## src/rtl/lsu_mem_ctrl.sv

```systemverilog
// Load/store unit memory sequencer: one outstanding request, RISC-V byte-lane
// alignment for stores, sign/zero extension for loads, fixed response latency.
module lsu_mem_ctrl #(
  parameter int XLEN    = 32,
  parameter int LATENCY = 1
) (
  input  logic            clock,
  input  logic            reset,
  input  logic            req_valid,
  output logic            req_ready,
  input  logic [XLEN-1:0] req_addr,
  input  logic            req_wen,
  input  logic [XLEN-1:0] req_wdata,
  input  logic [2:0]      req_func3,
  output logic            resp_valid,
  input  logic            resp_ready,
  output logic [XLEN-1:0] resp_rdata,
  output logic            resp_err,
  output logic [XLEN-1:0] mem_addr,
  output logic            mem_wen,
  output logic [7:0]      mem_wmask,
  output logic [XLEN-1:0] mem_wdata,
  output logic            mem_ren,
  input  logic [XLEN-1:0] mem_rdata
);

  // state  | meaning
  // IDLE   | ready to accept a request
  // ACCESS | single-cycle memory strobe, load data captured at its end
  // WAIT   | counting down LATENCY extra cycles
  // RESP   | response held until resp_ready
  typedef enum logic [1:0] {IDLE, ACCESS, WAIT, RESP} state_t;

  localparam logic [3:0] LAT = 4'(LATENCY);

  state_t          state, state_nx;
  logic [XLEN-1:0] addr_q, wdata_q, rdata_q;
  logic            wen_q, err_q;
  logic [2:0]      func3_q;
  logic [3:0]      cnt_q;

  logic            accept, illegal;
  logic [1:0]      lane;
  logic [XLEN-1:0] shifted, load_data;
  logic [3:0]      lane_mask;

  assign accept = (state == IDLE) && req_valid;
  assign lane   = addr_q[1:0];

  always_comb begin
    illegal = 1'b0;
    if (!req_wen && (req_func3 == 3'b011 || req_func3 == 3'b110 || req_func3 == 3'b111))
      illegal = 1'b1;
    if (req_wen && req_func3 >= 3'b011)
      illegal = 1'b1;
    if (req_func3[1:0] == 2'b01 && req_addr[0])
      illegal = 1'b1;
    if (req_func3[1:0] == 2'b10 && req_addr[1:0] != 2'b00)
      illegal = 1'b1;
  end

  assign shifted = mem_rdata >> {lane, 3'b000};

  always_comb begin
    load_data = '0;
    case (func3_q)
      3'b000:  load_data = {{(XLEN-8){shifted[7]}}, shifted[7:0]};
      3'b001:  load_data = {{(XLEN-16){shifted[15]}}, shifted[15:0]};
      3'b010:  load_data = shifted;
      3'b100:  load_data = {{(XLEN-8){1'b0}}, shifted[7:0]};
      3'b101:  load_data = {{(XLEN-16){1'b0}}, shifted[15:0]};
      default: load_data = '0;
    endcase
  end

  always_comb begin
    case (func3_q[1:0])
      2'b00:   lane_mask = 4'b0001 << lane;
      2'b01:   lane_mask = 4'b0011 << lane;
      default: lane_mask = 4'b1111;
    endcase
  end

  always_ff @(posedge clock) begin
    if (reset) state <= IDLE;
    else       state <= state_nx;
  end

  always_comb begin
    state_nx = state;
    case (state)
      IDLE:    if (req_valid) state_nx = illegal ? RESP : ACCESS;
      ACCESS:  state_nx = (LAT == 4'd0) ? RESP : WAIT;
      WAIT:    if (cnt_q <= 4'd1) state_nx = RESP;
      RESP:    if (resp_ready) state_nx = IDLE;
      default: state_nx = IDLE;
    endcase
  end

  always_ff @(posedge clock) begin
    if (reset) begin
      addr_q  <= '0;
      wdata_q <= '0;
      rdata_q <= '0;
      wen_q   <= 1'b0;
      err_q   <= 1'b0;
      func3_q <= '0;
      cnt_q   <= '0;
    end else begin
      if (accept) begin
        addr_q  <= req_addr;
        wen_q   <= req_wen;
        wdata_q <= req_wdata;
        func3_q <= req_func3;
        err_q   <= illegal;
        rdata_q <= '0;
      end
      if (state == ACCESS) begin
        if (!wen_q) rdata_q <= load_data;
        cnt_q <= LAT;
      end else if (state == WAIT) begin
        cnt_q <= cnt_q - 4'd1;
      end
    end
  end

  // Memory bus is quiet (all zero) everywhere except the ACCESS cycle.
  always_comb begin
    mem_ren   = 1'b0;
    mem_wen   = 1'b0;
    mem_wmask = '0;
    mem_addr  = '0;
    mem_wdata = '0;
    if (state == ACCESS) begin
      mem_ren  = !wen_q;
      mem_wen  = wen_q;
      mem_addr = {addr_q[XLEN-1:2], 2'b00};
      if (wen_q) begin
        mem_wmask = {4'b0000, lane_mask};
        mem_wdata = wdata_q << {lane, 3'b000};
      end
    end
  end

  assign req_ready  = (state == IDLE);
  assign resp_valid = (state == RESP);
  assign resp_rdata = rdata_q;
  assign resp_err   = err_q;

endmodule

```

## config.mk

```make
export PLATFORM = sky130hd
export DESIGN_NAME = lsu_mem_ctrl
export DESIGN_NICKNAME = d
export VERILOG_FILES = /design/src/rtl/lsu_mem_ctrl.sv
export SDC_FILE = /design/constraint.sdc
export NUM_CORES = 1
export LEC_CHECK = 0
export CAP_MARGIN = 20
export CORE_MARGIN = 5
export CORE_UTILIZATION = 48
export DETAILED_ROUTE_END_ITERATION = 12
export PLACE_DENSITY = 0.91
export REMOVE_ABC_BUFFERS = 1
export SLEW_MARGIN = 20
export SYNTH_ARGS = -nofsm -noshare
export SYNTH_HDL_FRONTEND = slang
export SYNTH_SLANG_ARGS = --single-unit
```

## constraint.sdc

```tcl
create_clock -name clock -period 3.44 [get_ports clock]
set_input_delay 0.516 -clock clock [delete_from_list [all_inputs] [get_ports clock]]
set_output_delay 0.516 -clock clock [all_outputs]
set_load 0.005 [all_outputs]
```

==> results_dict.tcl <==
set metrics [dict create \
    drive_gt1_frac 0.05524 \
    synth-simple-area-share 0.2342 \
    die_area_mm2 0.01382 \
    crit_chain "inv_1, ha_1, nand2_1, or2_2, nor2_1, and2_1, clkdlybuf4s50_1" \
    clock_latency_ns 0.34 \
    endpoint_kind "primary output" \
    grt_overflow 0 \
    finish.utilization 0.6969 \
    relSlewSlack 0.4648 \
    grt_util_all_layers 0.2292 \
    grt_pass1_wl_mm 26.86 \
    synth_area_leaders "dfxtp_1 39%, nand2_1 11%, a21oi_1 10%" \
    synth_xor_area_frac 0.003155 \
    synth.most_common_cell "nand2_1" \
    numCtsBuffers 9 \
    nNetsFinal 993 \
    ir_drop_v 0.0004081 \
    core_mm2 0.01137 \
    postSynthAreaPerCell_um2 7.754 \
    initial_core_util 0.4883 \
    crit_cells 7 \
    synth-edff-count 0 \
    cts_resized 0 \
    cts_root_buf "clkbuf_16" \
    setup_tns_ns 0 \
    synth_top_family_by_area "simple AND/OR/NAND/NOR gates" \
    setup_viol 0 \
    antenna_left 0 \
    gp_congestion 0.7949 \
    p_leak_uw 0.002764 \
    vias 5585 \
    antenna_found_initial 0 \
    fp.dieW_um 117.5 \
    muxShareOfSynthArea 0.06716 \
    drv_cap 0 \
    worst_pin_slew_ns 0.8028 \
    wire_per_inst_um 16.17 \
    clk_path_buf_depth 2 \
    fillCellCount 913 \
    worstPathArrival_ns 2.72 \
    synth-main-ff-cell "dfxtp_1" \
    start_kind "flip-flop" \
    fmax_mhz 309.2 \
    cts_tree "done" \
    critPathRequiredTime_ns 2.92 \
    worst-path-max-fanout 10 \
    synth_top_cells_by_count "164 x nand2_1, 114 x a21oi_1, 107 x dfxtp_1, 52 x nor2_1, 40 x and2_1" \
    route.detailed.drc 0 \
    num_antenna_cells 0 \
    viasPerCell 5.422 \
    rsz0062_at_grt "no" \
    min_to "addr_q[14]" \
    r2r-end "resp_rdata[17]" \
    synthDominantCellAreaShare 0.3858 \
    outcome "complete, no violations" \
    cp_top_family "simple AND/OR/NAND/NOR gates" \
    synthAdderAreaFrac 0.01578 \
    ys_async_sr_fraction 0 \
    yosysWarnings 0 \
    ys_ff_latch 107 \
    powerDensity_mw_per_mm2 591.9 \
    ios 213 \
    rows 39 \
    areaGrowthSynthToFinish_pct 42.73 \
    ys_seq_area_frac 0.3858 \
    synth_compound_area_frac 0.2297 \
    rr_startpoint "addr_q[1]" \
    clock_skew_ns 0.01166 \
    timing.final.crit_share 0.9403 \
    path_buf_inv 2 \
    r2r_cells 5 \
    slew_violations 0 \
    grt_pass1_vias 5305 \
    die-height_um 117.5 \
    cp_slowest_cell "nor2_1" \
    grt_max_degree 69 \
    numClockSinks 107 \
    hold_start "addr_q[14]" \
    port_buffers 206 \
    r2r_slack_ns 0.86 \
    finalHoldViolCount 0 \
    routed_wl_mm 16.65 \
    cts_hold_buf 0 \
    htree_levels 3 \
    drtPass1Iterations 4 \
    max_stage_delay_ns 0.50 \
    finalCriticalPeriod_ns 3.235 \
    hold_path_class "reg2reg" \
    path_clk_slew_ns 0.07 \
    critPathKind "reg2out" \
    netlist_area_mm2 0.005552 \
    cts_setup_buffers 0 \
    yosysTopAreaCell "dfxtp_1" \
    drt-initial-drc-count 455 \
    min_path_cells 2 \
    hpwl_mm 11.64 \
    syn_inst 716 \
    ys_types 46 \
]
## area by class of cell
class,instances,area [µm²],area share
Clock buffer,12,267.8,0.03379
Multi-Input combinational cell,538,3087,0.3895
Tap cell,143,178.9,0.02258
Sequential cell,107,2147,0.2710
Clock inverter,4,55.05,0.006948
Inverter,9,33.78,0.004263
Timing Repair Buffer,217,2155,0.2719
## sequential cells by signal (all words and copies together) (netlist names)
name / flops
addr_q: 32
cnt_q: 4
func3_q: 3
resp_err: 1
resp_rdata: 32
state: 2
wdata_q: 32
wen_q: 1
## worst max-delay path by stage
stage	startpoint	to	slack (ns)
CTS	state[1]	mem_wdata[7]	0.17
floorplan	addr_q[0]	mem_wmask[2]	0.04
finish	state[1]	mem_wdata[7]	0.21
global route	state[1]	mem_wdata[7]	0.03
global placement	state[1]	mem_wdata[5]	0.63
detailed placement	state[1]	mem_wdata[1]	0.58
## per-layer routing
metal | vias to the layer above | share of wire | global-route usage | wire length, µm
met5 | - | 0 | 0 | 0
met4 | 0 | 0.023 | 0.07527 | 378
met3 | 27 | 0.073 | 0.06295 | 1209
met2 | 178 | 0.48 | 0.3801 | 7959
met1 | 2605 | 0.43 | 0.2876 | 7105
li1 | 2775 | - | - | -
## worst reg2reg max path, delay by kind of cell (launching register included)
kind / cells / cell delay, ns
compound gates: 3 / 0.92
buf+inv: 1 / 0.51
flops: 1 / 0.59
mux: 1 / 0.41
## cells in the final DEF (no fill, tap or decap), types with 2 or more instances in the layout
cell type          n
nand2b_1           3
nor3_1             5
buf_4             11
nor2_1            52
a22oi_1            9
a32oi_1            7
o21ai_0            2
a311oi_1           9
clkdlybuf4s50_1  205
nor2b_1           16
a21oi_1          114
a211o_1            8
conb_1             6
nand2_1          163
and2_1            39
mux2i_1           35
dfxtp_1          105
a211oi_1          21
clkbuf_16         10
inv_1              9
a211oi_2          10
ha_1               7
o2bb2ai_1          7
mux2_2             2
## power by group
group          switching, µW  leakage, µW  internal [µW]
clock network            467     0.000155            634
registers                197     0.000875           1480
logic                   1080      0.00173            827
total                   1740      0.00276           2950
## cell families (layout without fill, tap and decap cells)
logic type / Yosys count / count (layout)
AOI/OAI and AO/OA: 195 / 195
and+or+nand+nor: 291 / 291
buffers and inverters: 76 / 242
muxes: 37 / 37
xor gates and xnor gates: 2 / 2
DFF: 107 / 107
other: 1 / 6
adders and majority gates: 7 / 7
## per-stage QoR
step | total power, µW | setup slack, ns | cells | cell area, µm² | hold slack (ns)
after global placement | 3556 | 0.6335 | 1014 | 7601 | 0.4367
after CTS | 4710 | 0.1656 | 1030 | 7924 | 0.4524
after global routing | 4997 | 0.02549 | 1030 | 7924 | 0.4654
after detailed placement | 3611 | 0.5802 | 1014 | 7601 | 0.4420
after floorplan | 2795 | 0.03812 | 654 | 5251 | 0.4257
final | 4690 | 0.2054 | 1030 | 7924 | 0.4508
No activity file was read; power rests on OpenSTA's default activity.
